**src/rtl/datapath_mult.sv**
```systemverilog
// Shift-and-add multiplier datapath: M, A, Q and C registers plus latched product.
// Optional protocol checker (proto_err port) enabled by defining MULT_PROTO_CHECK_EN.
module datapath_mult #(
   parameter int WIDTH = 3
) (
   input  logic                 clk,
   input  logic                 reset,
   input  logic                 CargaQ,
   input  logic                 ResetA,
   input  logic                 CargaA,
   input  logic                 DesplazaQ,
   input  logic                 Fin,
   input  logic [WIDTH-1:0]     multiplicand,
   input  logic [WIDTH-1:0]     multiplier,
   output logic                 q0,
   output logic [2*WIDTH-1:0]   product,
   output logic                 product_valid
`ifdef MULT_PROTO_CHECK_EN
   ,
   output logic                 proto_err
`endif
);

   logic [WIDTH-1:0] m_r;
   logic [WIDTH-1:0] a_r;
   logic [WIDTH-1:0] q_r;
   logic             c_r;
   logic [WIDTH:0]   sum_s;
   logic             shift_s;

   // Add is formed one bit wider so the carry-out lands in C untruncated.
   always_comb begin
      sum_s   = {1'b0, a_r} + {1'b0, m_r};
      shift_s = DesplazaQ & ~ResetA & ~CargaA;
   end

   assign q0 = q_r[0];

   // Multiplicand register: loaded only by CargaQ.
   always_ff @(posedge clk or posedge reset) begin
      if (reset) begin
         m_r <= {WIDTH{1'b0}};
      end else if (CargaQ) begin
         m_r <= multiplicand;
      end else begin
         m_r <= m_r;
      end
   end

   // Accumulator and carry: clear beats add, add beats shift.
   always_ff @(posedge clk or posedge reset) begin
      if (reset) begin
         a_r <= {WIDTH{1'b0}};
         c_r <= 1'b0;
      end else if (ResetA) begin
         a_r <= {WIDTH{1'b0}};
         c_r <= 1'b0;
      end else if (CargaA) begin
         {c_r, a_r} <= sum_s;
      end else if (DesplazaQ) begin
         a_r <= {c_r, a_r[WIDTH-1:1]};
         c_r <= 1'b0;
      end else begin
         a_r <= a_r;
         c_r <= c_r;
      end
   end

   // Multiplier / low-product register: load beats shift.
   always_ff @(posedge clk or posedge reset) begin
      if (reset) begin
         q_r <= {WIDTH{1'b0}};
      end else if (CargaQ) begin
         q_r <= multiplier;
      end else if (shift_s) begin
         q_r <= {a_r[0], q_r[WIDTH-1:1]};
      end else begin
         q_r <= q_r;
      end
   end

   // Product capture happens once per run; a new load only drops the valid flag.
   always_ff @(posedge clk or posedge reset) begin
      if (reset) begin
         product       <= {(2*WIDTH){1'b0}};
         product_valid <= 1'b0;
      end else if (CargaQ) begin
         product       <= product;
         product_valid <= 1'b0;
      end else if (Fin && !product_valid) begin
         product       <= {a_r, q_r};
         product_valid <= 1'b1;
      end else begin
         product       <= product;
         product_valid <= product_valid;
      end
   end

`ifdef MULT_PROTO_CHECK_EN
   logic viol_s;

   // Illegal strobe combinations from the control unit.
   always_comb begin
      viol_s = (CargaA & DesplazaQ) | (CargaA & ResetA) |
               ((CargaA | DesplazaQ) & product_valid);
   end

   // Sticky error flag, cleared by reset or a fresh load.
   always_ff @(posedge clk or posedge reset) begin
      if (reset) begin
         proto_err <= 1'b0;
      end else if (CargaQ) begin
         proto_err <= 1'b0;
      end else if (viol_s) begin
         proto_err <= 1'b1;
      end else begin
         proto_err <= proto_err;
      end
   end
`endif

endmodule
```
**config.mk**
```make
export PLATFORM = sky130hd
export DESIGN_NAME = datapath_mult
export DESIGN_NICKNAME = d
export VERILOG_FILES = /design/src/rtl/datapath_mult.sv
export SDC_FILE = /design/constraint.sdc
export NUM_CORES = 1
export LEC_CHECK = 0
export CORE_MARGIN = 1
export CORE_UTILIZATION = 42
export CTS_CLUSTER_SIZE = 12
export DETAILED_ROUTE_END_ITERATION = 6
export GPL_TIMING_DRIVEN = 0
export PLACE_DENSITY = 0.82
export SYNTH_ARGS = -nofsm -noshare
export SYNTH_HDL_FRONTEND = slang
export SYNTH_SLANG_ARGS = --single-unit
```
**constraint.sdc**
```tcl
create_clock -name clk -period 1.4 [get_ports clk]
set_clock_uncertainty 0.15 [all_clocks]
set_input_delay 0.21 -clock clk [delete_from_list [all_inputs] [get_ports clk]]
set_output_delay 0.21 -clock clk [all_outputs]
set_load 0.05 [all_outputs]
```
---- Word-level counts from Yosys, hierarchy flattened ----
Cells that the tools add are included.
storage, ports and cells
  bits in registers ....................... 17
  output and inout bits ................... 8
  word-level logic and storage cells ...... 28
operators by class
  $add $sub $neg .......................... 1
  mux-type cells .......................... 10
  bitwise logic cells ..................... 5
  reduce and logical (&&, ||, !) cells .... 6
operator list
  kind               number
  $mux 3             5
  $mux 1             5
  $add 3x3->4        1
  $reduce_bool 2->1  2
  $not 1->1          3
  $reduce_bool 3->1  1
  $and 1x1->1        2
  $reduce_and 2->1   1
  $logic_and 1x1->1  1
  $logic_not 1->1    1

---- Depth between registers and ports, before layout ----
Gate-level depths: netlist (run 1).
  depth in word-level cells ............... 5
  gate-level depth with buffers ........... 5
  mapped depth without buffers ............ 5

---- Worst setup path before layout (run 1) ----
Ideal clock, no wire load.
  kind .................................... register to register
  from .................................... register product_valid
  to ...................................... register product[0]
  arrival time ............................ 1.286 ns
  required time ........................... 1.125 ns
  slack ................................... -0.160 ns
  cell stages (with the launch flop) ...... 3
  path buffers ............................ 0
  period minus slack after synthesis ...... 1.560 ns
  cell sequence ........................... dfrtp_1 > nor3b_4 > mux2_2
on the way
  longest elaborated chain between the ends .. 3
RTL lines
  what                        line  RTL
  start, declared             17    output logic product_valid
  start signal, assigned      95    product_valid <= product_valid;
  $logic_not 1->1             90    end else if (Fin && !product_valid) begin
  $logic_and 1x1->1           90
  $reduce_and 2->1 (no line)  --
  end signal, assigned        88    product <= product;
  end signal, assigned        91    product <= {a_r, q_r};
  end signal, assigned        94    product <= product;
  end, declared               16    output logic [2*WIDTH-1:0] product,
No other way between the ends.
A chain may end at the register's enable or synchronous reset.

---- Worst setup path after layout (run 1) ----
  from .................................... register a_r[0]
  to ...................................... register a_r[2]
on the way
  longest elaborated chain between the ends .. 3
RTL lines
  what                    line  RTL
  start, declared         25    logic [WIDTH-1:0] a_r;
  start signal, assigned  53    a_r <= {WIDTH{1'b0}};
  start signal, assigned  56    a_r <= {WIDTH{1'b0}};
  start signal, assigned  59    {c_r, a_r} <= sum_s;
  $add 3x3->4             33    sum_s = {1'b0, a_r} + {1'b0, m_r};
  $mux 3                  58    end else if (CargaA) begin
  $mux 3                  55    end else if (ResetA) begin
No other way between the ends.

==> impl_metrics.env, run 1 <==
export IMPL_status="finished with violations"
export IMPL_violations="negative setup slack"
export IMPL_worstMarginPinSlew_ns=0.6426
export IMPL_antenna_found_initial=0
export IMPL_maxSlewViolCount=0
export IMPL_p_seq_share_pct=46.9
export IMPL_hold_viol_final=0
export IMPL_setup_viol=2
export IMPL_drc=0
export IMPL_maxCapViolCount=0
export IMPL_r2r_worst_path_cells=5
export IMPL_hp_start="CargaA"
export IMPL_ys_types=20
export IMPL_finalSetupTns_ns=-0.2250
export IMPL_syn_inst=66
export IMPL_worstPathRequired_ns=1.45
export IMPL_path_cells="ha_2, inv_2, fa_2, xor2_1, a211oi_1"
export IMPL_ys_flop_type="dfrtp_1"
export IMPL_crit_path_end_kind="flip-flop"
export IMPL_layout_setup_ws_ns=-0.1341
export IMPL_synth_seq_cells=17
export IMPL_clockPowerShare_pct=20.5
export IMPL_grt_overflow_total=0
export IMPL_p_switching_mw=0.4590
export IMPL_netlist_top_cells_count="17 x dfrtp_1, 9 x mux2_2, 5 x inv_1"
export IMPL_pwr_share_comb_pct=32.6
export IMPL_wl_per_cell_um=12.81
export IMPL_worst_path_buf_inv=1
export IMPL_dr_pass1_iters=2
export IMPL_cts_buffers=3
export IMPL_maxSlewHeadroom_pct=57.12
export IMPL_gr_usage_all_layers_pct=17.53
export IMPL_post_dp_hpwl_um=1164
export IMPL_synth_edf_count=0
export IMPL_ant_nets=0
export IMPL_die_w_um=46.31
export IMPL_ys_seq_area_share_pct=51.59
export IMPL_yosysMostFrequentCell="dfrtp_1"
export IMPL_grt_pass1_vias=589
export IMPL_viasPerCell=5.026
export IMPL_p_leak_nw=0.5161
export IMPL_cts_root_buf="clkbuf_4"
export IMPL_post_route_period_util_pct=109.6
export IMPL_clock_latency_ns=0.28
export IMPL_cp_arrival_ns=1.58
export IMPL_path_clk_slew_ns=0.10
export IMPL_num_rows=15
export IMPL_vias=588
export IMPL_start_kind="flip-flop"
export IMPL_swShare_pct=35.87
export IMPL_whs_ns=0.03512
export IMPL_synth_top_cell_area_share_pct=51.59
export IMPL_num_antenna_cells=0
export IMPL_drt_iter0_drc=6
export IMPL_async_flop_share_pct=100.0
export IMPL_syn_avg_cell_area_um2=12.49
export IMPL_p_int_mw=0.8207
export IMPL_fin_nets=110
export IMPL_ioPinCount=21
export IMPL_synth_nets=83
export IMPL_synthTopCellsByArea="dfrtp_1 52%, mux2_2 12%, mux2i_1 4.9%"
export IMPL_cp_top_family="adder cells"
export IMPL_final_core_util_pct=60.35
export IMPL_cts_path_max_buffers=2
export IMPL_powerDensity_mw_per_mm2=1189
export IMPL_rsz0062_at_grt="yes"
export IMPL_nFillCells=147
export IMPL_cts_tree="built"
export IMPL_portBuffers=19
export IMPL_critPathMaxFanout=2
export IMPL_hold_end="a_r[1]"
export IMPL_area_growth_pct=30.50
export IMPL_hold_class="input pin to flip-flop"
export IMPL_fp_dieH_um=46.31
export IMPL_grt_max_degree=18
export IMPL_gp_congestion=0.6920
export IMPL_fmax_mhz=651.8
export IMPL_grt_pass1_wl_um=2580
export IMPL_clkSinkCount=17
export IMPL_initial_core_util_pct=46.25
export IMPL_synth_largest_area_cell="dfrtp_1"
export IMPL_core_area_mm2=0.001783
export IMPL_post_route_min_period_ns=1.534
export IMPL_routed_wl_um=1499
export IMPL_cts_max_level=1
export IMPL_critPathKind="flip-flop to flip-flop"
export IMPL_critPathSlowestCell="dfrtp_1"
export IMPL_drive_gt1_share_pct=39.13
export IMPL_synth_warnings=0
export IMPL_hold_depth=2
export IMPL_netlist_area_um2=824.5
export IMPL_r2r_start="a_r[0]"
export IMPL_worstReg2RegEnd="a_r[2]"
export IMPL_r2r_slack_ns=-0.13
export IMPL_die_area_mm2=0.002144
export IMPL_slowest_delay_ns=0.39
export IMPL_ir_drop_uv=634.5
worst register-to-register path, stage by stage (launching register included):
cell      delay, ns
dfrtp_1        0.39
ha_2           0.20
inv_2          0.04
fa_2           0.33
xor2_1         0.15
a211oi_1       0.20
sequential cells by signal, summed over array words and instances (netlist names):
signal / count
a_r: 3
c_r: 1
m_r: 3
product: 6
product_valid: 1
q_r: 3
stage by stage:
stage	std cells	area, um2	setup slack, ns	power (mW)
after global routing	117	1076	-0.2143	1.342
after global placement	110	1057	-0.3705	1.045
after floorplan	66	835.8	-0.05974	0.8985
after CTS	117	1116	-0.1461	1.315
final	117	1076	-0.1341	1.280
after detailed placement	110	1057	-0.3866	1.061
power groups by stage:
stage	Sequential, mW	Clock, mW	Combinational, mW
after floorplan	0.753	0	0.145
after detailed placement	0.616	0	0.445
final	0.600	0.263	0.417
after global routing	0.610	0.282	0.450
after global placement	0.608	0	0.437
after CTS	0.604	0.265	0.446
how the worst max path moves through the flow:
| stage | cells after the start | end | startpoint | slack, ns |
|---|---|---|---|---|
| after detailed placement | 3 | product[2] | CargaQ | -0.39 |
| after global placement | 3 | product[0] | CargaQ | -0.37 |
| final | 5 | a_r[2] | a_r[0] | -0.13 |
| after floorplan | 2 | product[0] | product_valid | -0.06 |
| after CTS | 5 | a_r[2] | a_r[0] | -0.15 |
| after global routing | 5 | a_r[2] | a_r[0] | -0.21 |
metal layers:
layer	GRT usage, %	vias up	wire length (um)	part of all wire (%)
met5	0	-	0	0
met4	5.294	0	10	0.67
met3	3.529	2	71	4.7
met2	29.44	17	762	51
met1	22.44	290	654	44
li1	-	279	-	-
cell families (layout without fill, tap and decap cells):
group,Yosys count,in the layout,synth area share [%]
flip-flops,17,17,51.59
multiplexers,13,13,17.15
AND/OR/NAND/NOR,13,13,11.23
AO/OA/AOI/OAI,11,11,8.194
buffers and inverters,7,33,3.794
adder cells (fa/ha/maj),4,4,6.981
XOR/XNOR,1,1,1.062
area by class of cell:
cell class                 instances  area (um2)  area share, %
buffer                             2       12.51          1.163
clock buffer                       3       22.52          2.093
multi-input combinational         42       381.6          35.47
timing repair buffer              22       177.7          16.51
sequential                        17       426.7          39.65
inverter                           5       18.77          1.744
tap                               25       31.28          2.907
clock inverter                     1       5.005         0.4651
repair_timing:
action | 4_1_cts | 5_1_grt
buffers inserted | 3 | 0
pin swaps | 1 | 4
resized for setup | 25 | 19
endpoints found under the hold margin | 0 | 0
hold buffers | 0 | 0
setup endpoints to repair | 18 | 15
layout by cell type, fill, tap and decap left out, types with 2 or more instances in the layout:
master           count
nor2_1               3
clkbuf_4             3
mux2_2               9
nand2_1              4
mux2i_1              4
clkdlybuf4s50_1      9
inv_1                4
and2b_2              2
nor3b_4              2
buf_2                9
a211oi_1             3
dfrtp_1             16
buf_4                3
ha_1                 2
o21ai_1              3
(Power assumes the default switching activity.)
==> run 2: changes to the inputs <==
--- a/config.mk
+++ b/config.mk
@@ -5,7 +5,6 @@
 export SDC_FILE = /design/constraint.sdc
 export NUM_CORES = 1
 export LEC_CHECK = 0
-export CORE_MARGIN = 1
 export CORE_UTILIZATION = 42
 export CTS_CLUSTER_SIZE = 12
 export DETAILED_ROUTE_END_ITERATION = 6
==> results of run 2 <==
No change in the layout: final DEF, timing and power equal those of run 1.
